==> config.mk <==
export PLATFORM = sky130hd
export DESIGN_NAME = counter_sched
export DESIGN_NICKNAME = d
export VERILOG_FILES = /design/src/rtl/counter_sched_pkg.sv /design/src/rtl/counter_sched_rr_arbiter.sv /design/src/rtl/counter_sched.sv
export SDC_FILE = /design/constraint.sdc
export NUM_CORES = 1
export LEC_CHECK = 0
export ABC_AREA = 1
export ABC_CLOCK_PERIOD_IN_PS = 1800
export CORE_MARGIN = 5
export CORE_UTILIZATION = 53
export DETAILED_ROUTE_END_ITERATION = 6
export DONT_BUFFER_PORTS = 1
export PLACE_DENSITY = 0.72
export SYNTH_ARGS = -nofsm -noshare
export SYNTH_HDL_FRONTEND = slang
export SYNTH_SLANG_ARGS = --single-unit
==> constraint.sdc <==
create_clock -name clk -period 1.8 [get_ports clk]
set_clock_uncertainty 0.1 [all_clocks]
set_input_delay 0.36 -clock clk [delete_from_list [all_inputs] [get_ports clk]]
set_output_delay 0.36 -clock clk [all_outputs]
set_load 0.02 [all_outputs]
==> src/rtl/counter_sched_pkg.sv <==
// Shared types and defaults for the counter scheduler: FSM state encoding,
// default sizing and a small modulo helper for the round-robin pointer.
package counter_sched_pkg;

  localparam int DEF_NREQ = 4;
  localparam int DEF_CW   = 6;

  typedef enum logic [1:0] {
    ST_IDLE  = 2'd0,
    ST_GRANT = 2'd1,
    ST_COUNT = 2'd2,
    ST_DONE  = 2'd3
  } state_e;

  function automatic int inc_mod(input int v, input int n);
    return (v + 1 >= n) ? 0 : v + 1;
  endfunction

endpackage

==> src/rtl/counter_sched_rr_arbiter.sv <==
// Combinational round-robin picker: scans upward from ptr_i (mod NREQ) and
// returns the first requester found as a one-hot vector.
module rr_arbiter
  import counter_sched_pkg::*;
#(
  parameter int NREQ = DEF_NREQ,
  parameter int PW   = 2
) (
  input  logic [NREQ-1:0] req_i,
  input  logic [PW-1:0]   ptr_i,
  output logic [NREQ-1:0] gnt_o
);

  logic [PW:0] idx_w;
  logic        found;

  always_comb begin
    gnt_o = '0;
    found = 1'b0;
    idx_w = '0;
    for (int k = 0; k < NREQ; k++) begin
      // one extra bit so ptr+k can be folded back below NREQ
      idx_w = {1'b0, ptr_i} + (PW+1)'(k);
      if (idx_w >= (PW+1)'(NREQ)) begin
        idx_w = idx_w - (PW+1)'(NREQ);
      end
      if (!found && req_i[idx_w[PW-1:0]]) begin
        gnt_o[idx_w[PW-1:0]] = 1'b1;
        found = 1'b1;
      end
    end
  end

endmodule

==> src/rtl/counter_sched.sv <==
// Shared interval counter: requesters are granted round-robin, the owner's
// terminal count is latched and counted up to, then a one-cycle done is issued.
//
// state    | meaning
// ST_IDLE  | no owner; arbitrate pending requests
// ST_GRANT | owner granted; latch its terminal count, clear counter
// ST_COUNT | counting up to the latched terminal count; abort cancels
// ST_DONE  | done pulse to owner, grant still held
module counter_sched
  import counter_sched_pkg::*;
#(
  parameter int NREQ = DEF_NREQ,
  parameter int CW   = DEF_CW
) (
  input  logic               clk,
  input  logic               reset,
  input  logic [NREQ-1:0]    req,
  input  logic [NREQ*CW-1:0] req_tc,
  input  logic               abort,
  output logic [NREQ-1:0]    grant,
  output logic               busy,
  output logic [CW-1:0]      count,
  output logic [NREQ-1:0]    done
);

  localparam int PW = (NREQ > 1) ? $clog2(NREQ) : 1;

  state_e          state_q, state_d;
  logic [PW-1:0]   owner_q, owner_d;
  logic [PW-1:0]   ptr_q, ptr_d;
  logic [CW-1:0]   tc_l_q, tc_l_d;
  logic [CW-1:0]   count_q, count_d;
  logic [NREQ-1:0] grant_q, grant_d;
  logic [NREQ-1:0] done_q, done_d;
  logic            busy_q, busy_d;

  logic [NREQ-1:0] win_oh;
  logic [PW-1:0]   win_idx;
  logic [PW-1:0]   ptr_next;
  logic [CW-1:0]   tc_sel;

  rr_arbiter #(
    .NREQ (NREQ),
    .PW   (PW)
  ) u_arb (
    .req_i (req),
    .ptr_i (ptr_q),
    .gnt_o (win_oh)
  );

  always_comb begin
    win_idx = '0;
    for (int i = 0; i < NREQ; i++) begin
      if (win_oh[i]) begin
        win_idx = PW'(i);
      end
    end
  end

  always_comb begin
    tc_sel = '0;
    for (int i = 0; i < NREQ; i++) begin
      if (owner_q == PW'(i)) begin
        tc_sel = req_tc[i*CW +: CW];
      end
    end
  end

  assign ptr_next = PW'(inc_mod(int'(owner_q), NREQ));

  always_comb begin
    state_d = state_q;
    owner_d = owner_q;
    ptr_d   = ptr_q;
    tc_l_d  = tc_l_q;
    count_d = count_q;
    grant_d = grant_q;
    done_d  = '0;

    unique case (state_q)
      ST_IDLE: begin
        grant_d = '0;
        count_d = '0;
        if (|req) begin
          state_d = ST_GRANT;
          owner_d = win_idx;
          grant_d = win_oh;
        end
      end
      ST_GRANT: begin
        tc_l_d  = tc_sel;
        count_d = '0;
        state_d = ST_COUNT;
      end
      ST_COUNT: begin
        if (abort) begin
          state_d = ST_IDLE;
          grant_d = '0;
          count_d = '0;
          ptr_d   = ptr_next;
        end else if (count_q == tc_l_q) begin
          state_d = ST_DONE;
          done_d  = grant_q;
        end else begin
          count_d = count_q + CW'(1);
        end
      end
      ST_DONE: begin
        state_d = ST_IDLE;
        grant_d = '0;
        count_d = '0;
        ptr_d   = ptr_next;
      end
    endcase

    busy_d = (state_d != ST_IDLE);
  end

  always_ff @(posedge clk) begin
    if (reset) begin
      state_q <= ST_IDLE;
      owner_q <= '0;
      ptr_q   <= '0;
      tc_l_q  <= '0;
      count_q <= '0;
      grant_q <= '0;
      done_q  <= '0;
      busy_q  <= 1'b0;
    end else begin
      state_q <= state_d;
      owner_q <= owner_d;
      ptr_q   <= ptr_d;
      tc_l_q  <= tc_l_d;
      count_q <= count_d;
      grant_q <= grant_d;
      done_q  <= done_d;
      busy_q  <= busy_d;
    end
  end

  assign grant = grant_q;
  assign done  = done_q;
  assign busy  = busy_q;
  assign count = count_q;

endmodule

==> results of run 1 <==
-- power by group through the flow --
stage	Combinational [µW]	Clock, µW	Sequential (µW)
3_3_place_gp	1080	0	815
2_1_floorplan	815	0	813
3_5_place_dp	1090	0	816
5_1_grt	1350	295	819
4_1_cts	1110	272	803
6_report	1170	268	807
-- critical path, delay by kind of cell, from the launching register on --
family | cells | cell delay (ns)
simple gates | 8 | 0.81
flops | 1 | 0.38
buf+inv | 2 | 0.22
compound gates | 1 | 0.10
-- cell type report --
| cell class | instances | share of cell area, % |
|---|---|---|
| timing repair buffer | 16 | 5.94 |
| sequential | 27 | 26.4 |
| tap | 46 | 2.79 |
| multi-input combinational | 200 | 56.4 |
| inverter | 39 | 7.10 |
| clock inverter | 1 | 0.243 |
| clock buffer | 3 | 1.09 |
-- routing by layer --
metal | part of all wire (%) | vias to the layer above
met5 | 0 | -
met3 | 6.0 | 9
met4 | 1.2 | 0
li1 | - | 911
met1 | 43 | 782
met2 | 50 | 39
-- worst min path at each step --
| stage | to | slack, ns | cells past startpoint |
|---|---|---|---|
| 3_3_place_gp | grant[1] | 0.32 | 1 |
| 3_5_place_dp | grant[0] | 0.33 | 1 |
| 4_1_cts | state_q[1] | 0.09 | 3 |
| 2_1_floorplan | tc_l_q[1] | 0.40 | 2 |
| 5_1_grt | state_q[1] | 0.11 | 3 |
| 6_report | state_q[1] | 0.09 | 3 |
-- stage by stage --
stage / setup slack [ns] / hold slack [ns] / utilization [%] / power (µW) / setup TNS (ns)
floorplan: 0.0235 / 0.405 / - / 1630 / 0
global placement: 0.0732 / 0.324 / 59.5 / 1890 / 0
detailed placement: 0.0345 / 0.325 / 59.5 / 1910 / 0
CTS: 0.0147 / 0.0897 / 60.8 / 2180 / 0
global route: -0.00276 / 0.106 / 62.3 / 2460 / -0.00276
finish: 0.127 / 0.0922 / 62.3 / 2250 / 0
-- registers in the layout, summed over array words and instances (netlist names) --
register,cells
state_q,2
owner_q,2
ptr_q,2
done,4
busy,1
grant,4
tc_l_q,6
count,6
-- cell usage in the layout (no fill, tap or decap), drive strengths merged, types with 2 or more instances in the layout --
cell type / synthesis / layout
inv: 39 / 39
or2: 3 / 3
nand4: 4 / 4
nand2: 71 / 71
nand3b: 2 / 2
nor2: 21 / 21
clkbuf: 2 / 3
o21ai: 17 / 17
ha: 15 / 15
nor4: 2 / 2
dfxtp: 27 / 27
nand3: 28 / 28
buf: 0 / 15
a22oi: 6 / 6
a21oi: 25 / 25
-- kinds of logic after synthesis --
kind of cell | after synthesis | share of synthesized area, %
xor gates and xnor gates | 2 | 0.970
adders and majority gates | 15 | 10.4
buffers and inverters | 41 | 8.52
AOI/OAI and AO/OA | 50 | 16.1
and+or+nand+nor | 133 | 34.0
DFF | 27 | 29.9
-- repair_timing --
item / in CTS / in global routing
hold endpoints to repair: 5 / 0
resized for setup: 1 / 12
hold buffers: 1 / 0
pin swaps: 0 / 1
endpoints found under the setup margin: 3 / 19
==> results.yml, run 1 <==
timing:
  setup_viol: 0
  maxSlewHeadroom_pct: 76.9
  worst_slew_pin_slew_ns: 0.344
  clock.fmax_mhz: 598
  finalHoldViolations: 0
  final-max-slew-violation-count: 0
  period_share_pct: 92.9
  min_period_ns: 1.67
detailed_routing:
  wl_per_cell_um: 12.4
  routed_via_density: 5.24
  drt_iter0_markers: 121
  antenna_left: 0
  vias: 1741
  wirelength_um: 4100
  drc_errors: 0
  drt-pass1-iter-count: 5
cts:
  root_buffer: "clkbuf_4"
  clkSinkCount: 27
  cts_tree: "built"
  h-tree-depth: 1
  cts_made_buffers: 3
  clk_latency_ns: 0.34
  cts_buffer_depth: 2
  cts_setup_buffers: 0
  clk_pin_slew_ns: 0.16
logic_synthesis:
  synth_edf_count: 0
  synthArstFlopShare_pct: 0
  syn_area_um2: 1810
  yosysSeqAreaShare_pct: 29.9
  avgSynthCellArea_um2: 6.74
  synth_area_leaders: "dfxtp_1, nand2_1, ha_1"
  yosys.area.top_type: "dfxtp_1"
  ys_warn_count: 0
  syn-num-nets: 314
  ys_ff_latch: 27
  synth_ff_type: "dfxtp_1"
  synthTopCellsByCount: "nand2_1, inv_1, dfxtp_1"
  synth_top_area_share_pct: 29.9
  synth.distinct_cells: 26
  synth.most_common_cell: "nand2_1"
  netlist_instances: 268
setup_path:
  cp-start-kind: "flip-flop"
  r2r_slack_ns: 0.13
  required_ns: 1.97
  crit_path_end_kind: "flip-flop"
  cpPeakStageDelay_ns: 0.38
  crit_path_cell_trace: "inv_2 -> buf_4 -> nand2_2 -> nand3_2 -> nand2_4 -> nand2_4 -> nor2_4 -> nand2_2 -> nand3b_1 -> nand2_1 -> a21oi_2"
  critPathMaxFanout: 9
  r2r-start: "ptr_q[0]"
  r2r_end: "grant[1]"
  crit_path_start: "ptr_q[0]"
  path_class: "reg2reg"
  crit_arrival_ns: 1.84
  cp_slowest_cell: "dfxtp_2"
  r2r_cells: 11
  crit_end: "grant[1]"
power_and_ir_drop:
  power_frac_seq_pct: 35.9
  p_clk_share_pct: 11.9
  p_leak_uw: 0.000948
  power_density_nw_per_um2: 1090
  intPower_uw: 1240
  p_comb_share_pct: 52.2
  p_sw_share_pct: 44.7
  power_switching_uw: 1000
  ir_drop_mv: 0.780
die:
  rows: 21
  core_um2: 3310
  dieArea_um2: 4670
  die-height_um: 68.4
  start_util_pct: 54.5
  die_x_um: 68.4
  num_io_pins: 46
global_route:
  grt-busiest-layer: "met2"
  antenna_found_initial: 0
  grt_first_pass_wirelength_um: 6610
  track_usage_pct: 18.2
  overflow: 0
  grt_use_met3_pct: 4.43
  grt_pass1_vias: 1592
  grtUsageMet1_pct: 21.3
  grt_max_degree: 16
  use_met2_pct: 32.5
placed_design:
  dp_cells: 327
  hpwl_um: 3180
  routabilityCongestion: 0.905
  dpl_cell_area_um2: 1970
  portBuffers: 0
layout:
  fillers: 324
  area_delta_synth_final_pct: 14.3
  regArea_um2: 546
  final_cells: 332
  design_area_um2: 2060
  antenna-diode-count: 0
  final_net_count: 333
  multi_input_area_um2: 1160
  final_layout_size_suffix_gt1_share_pct: 18.2
outcome:
  outcome: "complete, no violations"
hold_path:
  min_from: "reset"
  hp-class: "in2reg"
job:
  maxCapViolations: 0
No activity file was read; power rests on OpenSTA's default activity.
==> run 2: changes to the inputs <==
--- a/config.mk
+++ b/config.mk
@@ -12,5 +12,5 @@
 export DETAILED_ROUTE_END_ITERATION = 6
 export DONT_BUFFER_PORTS = 1
-export PLACE_DENSITY = 0.72
+export PLACE_DENSITY = 0.71
 export SYNTH_ARGS = -nofsm -noshare
 export SYNTH_HDL_FRONTEND = slang
==> constraint.sdc (replaced) <==
create_clock -name clk -period 1.8 [get_ports clk]
set_clock_uncertainty 0.1 [all_clocks]
set_input_delay 0.36 -clock clk [delete_from_list [all_inputs] [get_ports clk]]
set_output_delay 0.36 -clock clk [all_outputs]
set_load 0.05 [all_outputs]
==> results.yml, run 2 (same netlist as run 1, synthesis figures left out) <==
outcome:
  outcome: "complete, no violations"
placed_design:
  routabilityCongestion: 0.927
  hpwl_um: 3290
  portBuffers: 0
  dp_cells: 327
timing:
  maxSlewHeadroom_pct: 62.6
  holdWs_ns: 0.0674
  finalHoldViolations: 0
  min_period_ns: 1.68
  period_share_pct: 93.3
  setup_viol: 0
  worst_slew_pin_slew_ns: 0.561
  clock.fmax_mhz: 596
  final-max-slew-violation-count: 0
cts:
  root_buffer: "clkbuf_4"
  cts_buffer_depth: 2
  cts_tree: "built"
  cts_made_buffers: 3
  clk_latency_ns: 0.34
  clkSinkCount: 27
  h-tree-depth: 1
  clk_pin_slew_ns: 0.16
die:
  rows: 21
  die_x_um: 68.4
  dieArea_um2: 4670
  core_um2: 3310
  num_io_pins: 46
  start_util_pct: 54.5
  die-height_um: 68.4
layout:
  final_layout_size_suffix_gt1_share_pct: 19.5
  antenna-diode-count: 0
  final_net_count: 334
  final_cells: 333
  final_cell_mix: "nand2_1, inv_1, nand3_1"
  post-route-util_pct: 62.1
  final_common_cell: "nand2_1"
  fillers: 343
  area_delta_synth_final_pct: 13.9
setup_path:
  path_class: "reg2reg"
  critPathMaxFanout: 4
  required_ns: 2.00
  cp_slowest_cell: "dfxtp_2"
  crit_path_cell_trace: "inv_1 -> ha_2 -> inv_1 -> nor2_2 -> inv_2 -> nand2_1 -> nor4_2 -> buf_4 -> nand2_1 -> a21oi_2"
  cpPeakStageDelay_ns: 0.37
  crit_arrival_ns: 1.88
  crit_path_end_kind: "flip-flop"
  cp-start-kind: "flip-flop"
power_and_ir_drop:
  power_uw: 2310
  p_sw_share_pct: 46.3
  intPower_uw: 1240
  p_leak_uw: 0.000945
  power_switching_uw: 1070
  p_clk_share_pct: 12.0
  p_comb_share_pct: 50.3
  power_density_nw_per_um2: 1120
  power_frac_seq_pct: 37.6
  ir_drop_mv: 0.712
global_route:
  grt_pass1_vias: 1592
  overflow: 0
  grt_max_degree: 17
  grt_first_pass_wirelength_um: 6510
  track_usage_pct: 18.0
  antenna_found_initial: 0
detailed_routing:
  antenna_left: 0
  routed_via_density: 5.25
  drt-pass1-iter-count: 4
  wl_per_cell_um: 12.5
  drc_errors: 0
  wirelength_um: 4180
  vias: 1749
  drt_iter0_markers: 108
job:
  maxCapViolations: 0
hold_path:
  hp-class: "in2reg"
[run 2: cell type report]
type / instances / area, µm² / share of cell area, %
repair buffers: 17 / 130 / 6.33
inverters: 39 / 146 / 7.12
well taps: 46 / 57.6 / 2.80
clock inverters: 1 / 7.51 / 0.365
flip-flops and latches: 27 / 548 / 26.6
clock buffers: 3 / 22.5 / 1.09
multi-input cells: 200 / 1140 / 55.7
[run 2: metrics by stage]
step                      TNS, ns  instance area (µm²)  setup WS [ns]
after floorplan                 0                 1810         0.0110
after global placement          0                 1970         0.0538
after CTS                       0                 2010        0.00782
final                           0                 2060          0.121
after global routing      -0.0827                 2060        -0.0406
after detailed placement        0                 1970         0.0299
[run 2: power by group through the flow]
| stage | registers, µW | logic (µW) | clock network, µW |
|---|---|---|---|
| global route | 882 | 1320 | 306 |
| detailed placement | 881 | 1100 | 0 |
| floorplan | 879 | 816 | 0 |
| global placement | 879 | 1080 | 0 |
| finish | 869 | 1160 | 278 |
| CTS | 868 | 1110 | 281 |
[run 2: worst paths after layout]
check	startpoint	to	cells past startpoint	slack, ns
setup / recovery	state_q[0]	grant[0]	10	0.12
hold / removal	reset	count[4]	3	0.07
setup reg to reg	state_q[0]	grant[0]	10	0.12
hold reg to reg	tc_l_q[1]	tc_l_q[1]	2	0.45
[run 2: critical path: cells and delay by family (launching register included)]
kind / cells / cell delay (ns)
DFF: 1 / 0.37
buffers and inverters: 4 / 0.42
and+or+nand+nor: 4 / 0.41
AOI/OAI and AO/OA: 1 / 0.11
adders and majority gates: 1 / 0.22
[run 2: per-layer routing]
layer / routed length [µm] / vias up / track usage (%)
met5: 0 / - / 0
met4: 41 / 0 / 4.71
met3: 216 / 4 / 3.45
met1: 1770 / 792 / 20.4
met2: 2150 / 36 / 34.1
li1: - / 917 / -
[run 2: repair_timing]
item,4_1_cts,5_1_grt
setup endpoints to repair,0,15
hold buffers,1,0
endpoints found under the hold margin,5,0
gates resized for setup,0,12
buffers inserted,0,1
==> run 3: changes to the inputs <==
CAP_MARGIN = 40   (was unset)
==> results of run 3 <==
No change in the layout: final DEF, timing and power equal those of run 2.
